==> config.mk <==
export PLATFORM = sky130hd
export DESIGN_NAME = phoenix_dl_ctrl
export DESIGN_NICKNAME = d
export VERILOG_FILES = /design/src/rtl/phoenix_dl_pkg.sv /design/src/rtl/phoenix_dl_region_dec.sv /design/src/rtl/phoenix_dl_ctrl.sv
export SDC_FILE = /design/constraint.sdc
export NUM_CORES = 1
export LEC_CHECK = 0
export CORE_MARGIN = 3
export CORE_UTILIZATION = 35
export CTS_CLUSTER_DIAMETER = 40
export DETAILED_ROUTE_END_ITERATION = 6
export HOLD_SLACK_MARGIN = 0.1
export MAX_ROUTING_LAYER = met4
export PLACE_DENSITY = 0.63
export REMOVE_ABC_BUFFERS = 1
export SETUP_SLACK_MARGIN = 0.4
export SLEW_MARGIN = 20
export SYNTH_ARGS = -nofsm -noshare
export SYNTH_HDL_FRONTEND = slang
export SYNTH_SLANG_ARGS = --single-unit
==> constraint.sdc <==
create_clock -name clk_sys -period 2 [get_ports clk_sys]
set_input_delay 0.2 -clock clk_sys [delete_from_list [all_inputs] [get_ports clk_sys]]
set_output_delay 0.2 -clock clk_sys [all_outputs]
set_load 0.02 [all_outputs]
==> src/rtl/phoenix_dl_pkg.sv <==
// Shared types and default ROM map for the Phoenix download controller.
package phoenix_dl_pkg;

    typedef enum logic [1:0] {IDLE, LOAD, HOLD, READY} dl_state_t;

    typedef logic [1:0] dl_region_t;

    localparam dl_region_t REG_PROG = 2'd0;
    localparam dl_region_t REG_FG   = 2'd1;
    localparam dl_region_t REG_BG   = 2'd2;
    localparam dl_region_t REG_PROM = 2'd3;

    localparam logic [7:0]  DEF_DL_INDEX    = 8'h00;
    localparam logic [15:0] DEF_FG_BASE     = 16'h4000;
    localparam logic [15:0] DEF_BG_BASE     = 16'h5000;
    localparam logic [15:0] DEF_PROM_BASE   = 16'h6000;
    localparam logic [15:0] DEF_MAX_BYTES   = 16'h6200;
    localparam int          DEF_HOLD_CYCLES = 16;

endpackage

==> src/rtl/phoenix_dl_region_dec.sv <==
// Combinational ROM-map decode: byte address to region tag.
module phoenix_dl_region_dec
    import phoenix_dl_pkg::*;
#(
    parameter logic [15:0] FG_BASE   = DEF_FG_BASE,
    parameter logic [15:0] BG_BASE   = DEF_BG_BASE,
    parameter logic [15:0] PROM_BASE = DEF_PROM_BASE
) (
    input  logic [15:0] addr,
    output logic [1:0]  region
);

    always_comb begin
        if (addr < FG_BASE)        region = REG_PROG;
        else if (addr < BG_BASE)   region = REG_FG;
        else if (addr < PROM_BASE) region = REG_BG;
        else                       region = REG_PROM;
    end

endmodule

==> src/rtl/phoenix_dl_ctrl.sv <==
// ROM download qualifier/re-timer and core reset sequencer for Phoenix.
// Optional checksum on dl_sum is built when DL_CHECKSUM_EN is defined.
//   state | meaning
//   IDLE  | no download seen yet, core held in reset
//   LOAD  | download running, accepting writes
//   HOLD  | download finished, settle timer running
//   READY | ROM loaded, core reset follows user_reset
module phoenix_dl_ctrl
    import phoenix_dl_pkg::*;
#(
    parameter logic [7:0]  DL_INDEX    = DEF_DL_INDEX,
    parameter logic [15:0] FG_BASE     = DEF_FG_BASE,
    parameter logic [15:0] BG_BASE     = DEF_BG_BASE,
    parameter logic [15:0] PROM_BASE   = DEF_PROM_BASE,
    parameter logic [15:0] MAX_BYTES   = DEF_MAX_BYTES,
    parameter int          HOLD_CYCLES = DEF_HOLD_CYCLES
) (
    input  logic        clk_sys,
    input  logic        reset,
    input  logic        user_reset,
    input  logic        ioctl_downl,
    input  logic [7:0]  ioctl_index,
    input  logic        ioctl_wr,
    input  logic [24:0] ioctl_addr,
    input  logic [7:0]  ioctl_dout,
    output logic [15:0] dl_addr,
    output logic [7:0]  dl_data,
    output logic        dl_wr,
    output logic [1:0]  dl_region,
    output logic [15:0] dl_bytes,
    output logic        dl_overflow,
    output logic        dl_done,
    output logic [15:0] dl_sum,
    output logic        core_reset
);

    localparam logic [15:0] HOLD_LAST = 16'(HOLD_CYCLES - 1);

    dl_state_t   state, next_state;
    logic        start;
    logic [15:0] hold_cnt;
    logic [1:0]  region;
    logic        qual_dl, in_range, acc, oor;

    // Full 25-bit compare so anything past 64 KiB is out of range.
    assign qual_dl  = ioctl_downl && (ioctl_index == DL_INDEX);
    assign in_range = ioctl_addr < {9'd0, MAX_BYTES};
    assign acc      = ioctl_wr && qual_dl && in_range;
    assign oor      = ioctl_wr && qual_dl && !in_range;

    phoenix_dl_region_dec #(
        .FG_BASE   (FG_BASE),
        .BG_BASE   (BG_BASE),
        .PROM_BASE (PROM_BASE)
    ) u_region_dec (
        .addr   (ioctl_addr[15:0]),
        .region (region)
    );

    always_ff @(posedge clk_sys or posedge reset) begin
        if (reset) state <= IDLE;
        else       state <= next_state;
    end

    always_comb begin
        next_state = state;
        start      = 1'b0;
        case (state)
            IDLE: begin
                if (qual_dl) begin
                    next_state = LOAD;
                    start      = 1'b1;
                end
            end
            LOAD: begin
                if (!ioctl_downl) next_state = HOLD;
            end
            HOLD: begin
                if (qual_dl) begin
                    next_state = LOAD;
                    start      = 1'b1;
                end else if (hold_cnt == HOLD_LAST) begin
                    next_state = READY;
                end
            end
            READY: begin
                if (qual_dl) begin
                    next_state = LOAD;
                    start      = 1'b1;
                end
            end
            default: next_state = IDLE;
        endcase
    end

    assign dl_done = (state == READY);

    always_ff @(posedge clk_sys or posedge reset) begin
        if (reset) begin
            dl_wr       <= 1'b0;
            dl_addr     <= 16'h0000;
            dl_data     <= 8'h00;
            dl_region   <= REG_PROG;
            dl_bytes    <= 16'h0000;
            dl_overflow <= 1'b0;
            hold_cnt    <= 16'h0000;
            core_reset  <= 1'b1;
        end else begin
            dl_wr <= acc;
            if (acc) begin
                dl_addr   <= ioctl_addr[15:0];
                dl_data   <= ioctl_dout;
                dl_region <= region;
            end
            // A strobe coinciding with the download start is the first byte.
            if (start)                            dl_bytes <= acc ? 16'd1 : 16'd0;
            else if (acc && dl_bytes != 16'hFFFF) dl_bytes <= dl_bytes + 16'd1;
            if (start)    dl_overflow <= oor;
            else if (oor) dl_overflow <= 1'b1;
            hold_cnt   <= (state == HOLD) ? hold_cnt + 16'd1 : 16'h0000;
            core_reset <= (next_state == READY) ? user_reset : 1'b1;
        end
    end

`ifdef DL_CHECKSUM_EN
    always_ff @(posedge clk_sys or posedge reset) begin
        if (reset)      dl_sum <= 16'h0000;
        else if (start) dl_sum <= acc ? {8'h00, ioctl_dout} : 16'h0000;
        else if (acc)   dl_sum <= dl_sum + {8'h00, ioctl_dout};
    end
`else
    assign dl_sum = 16'h0000;
`endif

endmodule
# After elaboration in Yosys (flattened, before gate mapping)
# Cells that the tools add are included.
# classes
n_addsub,2
eq_ne,6
muxes,17
n_reduce_logical,12
n_lt_le_gt_ge,4
# op_table
cell,count
16-bit by 15-bit less-than comparator with 1-bit output (second input constant),3
16-bit two-way mux,3
16-bit by 1-bit adder with 16-bit output (second input constant),2
25-bit by 15-bit less-than comparator with 1-bit output (second input constant),1
16-bit by 4-bit == test with 1-bit output (second input constant),1
16-bit != test (second input constant),1
2-bit two-way mux,6
8-bit logical NOT,1
1-bit two-way mux,7
2-bit == test (second input constant),3
2-bit one-hot mux with 3 select lines,1
1-bit logical AND,5
2-bit nonzero test,2
3-bit OR reduction,1
2-bit by 1-bit == test with 1-bit output (second input constant),1
2-bit logical NOT,1
2-bit OR reduction,1
1-bit logical NOT,1
# word_totals
reg_bits,63
word_cells,50
in_bits,46
output_inout_bits,62

# Logic depth before layout (Yosys ltp)
# logic_depth
ltp_word,7
ltp_mapped,7
mapped_depth_nobuf,7

# Modules after synthesis
# A second synthesis with hierarchy kept.
# unflattened
cells_unflattened,289
area_unflattened_um2,3139.3
# modules_own_cells
mod,seq_area_each_um2,instances,area_each_um2,cells_each
phoenix_dl_ctrl,1577.8,1,3114.2,285
phoenix_dl_region_dec,0.0,1,25.0,4

# Worst setup path before layout
# Ideal clock, no wire load.
# synth_timing
kind,register -> register
from,register dl_bytes[0]
to,register dl_bytes[10]
arrival_ns,1.893
n_path_buf,1
t_required_ns,1.922
setup_slack_ns,0.029
period_less_slack_ns,1.971
setup_ns,0.078
path_stages_with_launch,8
cell_sequence,dfrtp_1 ha_1 and3_1 nand4_1 or3_1 buf_2 or3_1 a21oi_1
# synth_via
elab_chain_cells,3
word_cells_on_any_way,6
classes_between,add/sub (1); eq/ne (1); mux (2); reduce/logical (2)
# synth_rtl
item,line,text
"start, declared",phoenix_dl_ctrl.sv:30,"output logic [15:0] dl_bytes,"
"start signal, assigned",phoenix_dl_ctrl.sv:116,if (start) dl_bytes <= acc ? 16'd1 : 16'd0;
"start signal, assigned",phoenix_dl_ctrl.sv:117,else if (acc && dl_bytes != 16'hFFFF) dl_bytes <= dl_bytes + 16'd1;
16-bit by 1-bit adder with 16-bit output or 16-bit != test (tied branches),phoenix_dl_ctrl.sv:117,
16-bit two-way mux or 1-bit logical AND (tied branches),phoenix_dl_ctrl.sv:117,
16-bit two-way mux or 2-bit nonzero test (tied branches),n/a,
# Several ways; a longest one is shown, not always the timed one. The select of a mux whose other input is x is not followed.
# A chain may end at the register's enable or synchronous reset.

# Final worst setup path
# layout_timing
from,register dl_bytes[0]
to,register dl_bytes[15]
# Same word-level chain as after synthesis.

==> results.txt <==
----------------------------------------------------
[Cells and area]
  Most used cells in the layout excluding fill and tap cells ... sky130_fd_sc_hd__nand2_1 (81), sky130_fd_sc_hd__dfrtp_1 (59), sky130_fd_sc_hd__clkdlybuf4s50_1 (54)
  Final Cell Area ... 5030 µm²
  Leading cell type in the layout, fill and taps excluded ... sky130_fd_sc_hd__nand2_1
  Fraction of final layout cells with drive strength greater than 1 ... 23.5%
  Final net count ... 536
  Area Growth Syn to Fin ... 60.0%
  Inserted Diodes ... 0

[Route]
  Via count ... 2935
  DR iter-0 viols ... 68
  Drt total wl ... 8710 µm
  Via-per-instance ratio ... 4.93
  Drt first pass iters ... 4
  Wirelength per Cell ... 14.6 µm
  DRT antenna net count ... 0
  Drt drc ... 0

[Status]
  Run status ... finished, final reports clean

[Floorplanning]
  Die Outline Area ... 10200 µm²
  Effective utilization at floorplan ... 37.1%
  Area inside the core boundary ... 8460 µm²
  Number of ports placed on the die boundary ... 108
  Chip Width ... 101 µm
  Die outline height ... 101 µm
  Total number of placement rows ... 33

[Setup path]
  Worst Path Class, Setup ... register to register
  Crit path launch ... dl_bytes[0]
  CP Data Required Time ... 2270 ps
  Register-to-register path setup slack ... 160 ps
  CP Launch Type ... register
  Worst reg-to-reg path cell count ... 6
  Worst Setup End Kind ... register
  Reg2Reg Capture Point ... dl_bytes[15]
  Largest fanout on the critical path ... 4
  Worst reg2reg startpoint ... dl_bytes[0]
  Arr. time, crit path ... 2110 ps

[STA]
  Endpoints failing setup ... 0
  Achievable Freq ... 544 MHz
  Setup repair after global routing missed its margin ... true
  Final hold violation count ... 0
  Clock Skew ... 8.27 ps
  Period minus WS final ... 1840 ps
  Worst Hold Margin ... 166 ps
  Fin. max-slew vios ... 0
  Post-route fraction of the period consumed by the critical path ... 91.9%

[Power]
  Static Leakage ... 2.45 nW
  Maximum ir drop on the vdd rail ... 305 µV
  Power density normalized to cell area ... 566 nW/µm²

[Place]
  Area after detailed placement ... 4370 µm²
  HPWL after detailed placement ... 5720 µm
  Number of input and output port buffers inserted ... 91
  Gp weighted congestion ... 0.829

[Global route]
  Global routing usage summed across all routing layers ... 17.3%
  Maximum number of pins on one net before global-route repair ... 30
  Wire length of the first global-routing pass ... 13700 µm
  Number of antenna violations at the first check in global routing ... 0
  Number of global-route vias before repair ... 2949
  Overflow left after global routing ... 0

[Clocking]
  TritonCTS clock tree ... built
  Clock insertion delay at the later pin of the skew report ... 330 ps
  Count of clock tree sinks ... 63
  Number of buffers created by CTS ... 9
  Clock Tree Root ... sky130_fd_sc_hd__clkbuf_8
  Depth of the CTS H-tree ... 3
  Number of buffers on the longest clock path ... 2
  Clock-pin slew on the worst setup and hold paths ... 80 ps

[Worst hold path]
  Hold Crit Class ... primary input to asynchronous set/reset pin

[Yosys]
  Yosys warns ... 0
  Post-synth cell types ... 40
  Most used DFF post-synth ... sky130_fd_sc_hd__dfrtp_1
  Syn Inst Count ... 343
  Avg Synthesized Cell Area ... 9.17 µm²
  Share of flip-flops with an asynchronous set or reset ... 100%
  Post-Synthesis Cell Area ... 3140 µm²
  Register area share after synthesis ... 50.2%
  EDFF count, synth ... 0
  Flip-flop and latch count after synthesis ... 63

[Job]
  MaxCap Viol Count ... 0

----------------------------------------------------
==> per-layer routing <==
metal	vias to the layer above	global-route usage [%]	routed length (µm)
met5	-	-	0
met4	0	6.94	214
met3	24	3.88	443
met2	81	28.7	4420
met1	1413	20.3	3630
li1	1417	-	-
==> timing repair <==
item,CTS,global route
gates cloned,2,1
hold buffers,0,0
pin swaps,35,17
resized for setup,62,40
setup buffers,13,4
endpoints found under the setup margin,58,49
==> synth_stat cells (all sizes together), types with 3 or more instances <==
master / number / area (µm²)
or4: 3 / 22.5
buf: 18 / 130
nor4: 8 / 75.1
nor3: 3 / 15.0
xnor2: 14 / 123
a21oi: 11 / 55.1
nand4: 10 / 62.6
or3: 13 / 81.3
or2: 3 / 18.8
and3: 8 / 50.1
nand3: 16 / 80.1
nand2: 81 / 304
ha: 5 / 62.6
nor2: 12 / 45.0
inv: 11 / 41.3
and2: 16 / 100
nor2b: 3 / 18.8
dfrtp: 62 / 1550
clkbuf: 9 / 33.8
o21ai: 18 / 90.1
==> flip-flops by register name, summed over array words and instances (netlist names) <==
signal / cells
dl_wr: 1
dl_data: 8
dl_addr: 16
dl_bytes: 16
state: 2
dl_overflow: 1
core_reset: 1
hold_cnt: 16
dl_region: 2
==> layout make-up <==
type / instances / area, µm²
clock inverters: 7 / 103
clock buffers: 9 / 124
fillers: 735 / 3430
inverters: 11 / 41.3
well taps: 105 / 131
flip-flops and latches: 63 / 1580
multi-input cells: 258 / 1670
repair buffers: 142 / 1380
==> power by group <==
group	switching [mW]	internal [mW]	leakage, nW
registers	0.0157	1.29	0.871
logic	0.136	0.131	1.47
clock network	0.559	0.717	0.111
total	0.711	2.14	2.45
==> critical path: stages, from the launching register on <==
cell,delay (ps)
sky130_fd_sc_hd__dfrtp_1,410
sky130_fd_sc_hd__ha_4,190
sky130_fd_sc_hd__nand3_1,130
sky130_fd_sc_hd__nor2_2,80
sky130_fd_sc_hd__or3_4,340
sky130_fd_sc_hd__or4_4,520
sky130_fd_sc_hd__a21oi_2,120
==> cell families (layout without fill, tap and decap cells) <==
family,count (synthesis),after routing,synth area share [%]
xor+xnor,16,16,4.46
flops,63,63,50.2
buf+inv,38,169,6.53
simple gates,180,181,28.8
compound gates,39,39,7.60
mux,1,1,0.318
other cells,1,16,0.119
fa+ha+maj,5,5,1.99
==> metrics by stage <==
stage	worst slack, ps	TNS, ps	std cells	util, %	power (mW)
after global placement	-332	-6320	559	51.6	1.59
after CTS	193	0	590	57.0	2.87
after floorplan	55.4	0	331	-	1.44
final	162	0	595	59.4	2.85
after detailed placement	-374	-7110	559	51.6	1.59
after global routing	95.9	0	595	59.4	2.97
==> worst max-delay path by stage <==
stage / endpoint / cells past startpoint
6_report: dl_bytes[15] / 6
5_1_grt: dl_bytes[15] / 6
4_1_cts: dl_bytes[4] / 6
3_5_place_dp: dl_bytes[12] / 6
3_3_place_gp: dl_bytes[12] / 6
2_1_floorplan: dl_bytes[10] / 6
No activity file was read; power rests on OpenSTA's default activity.
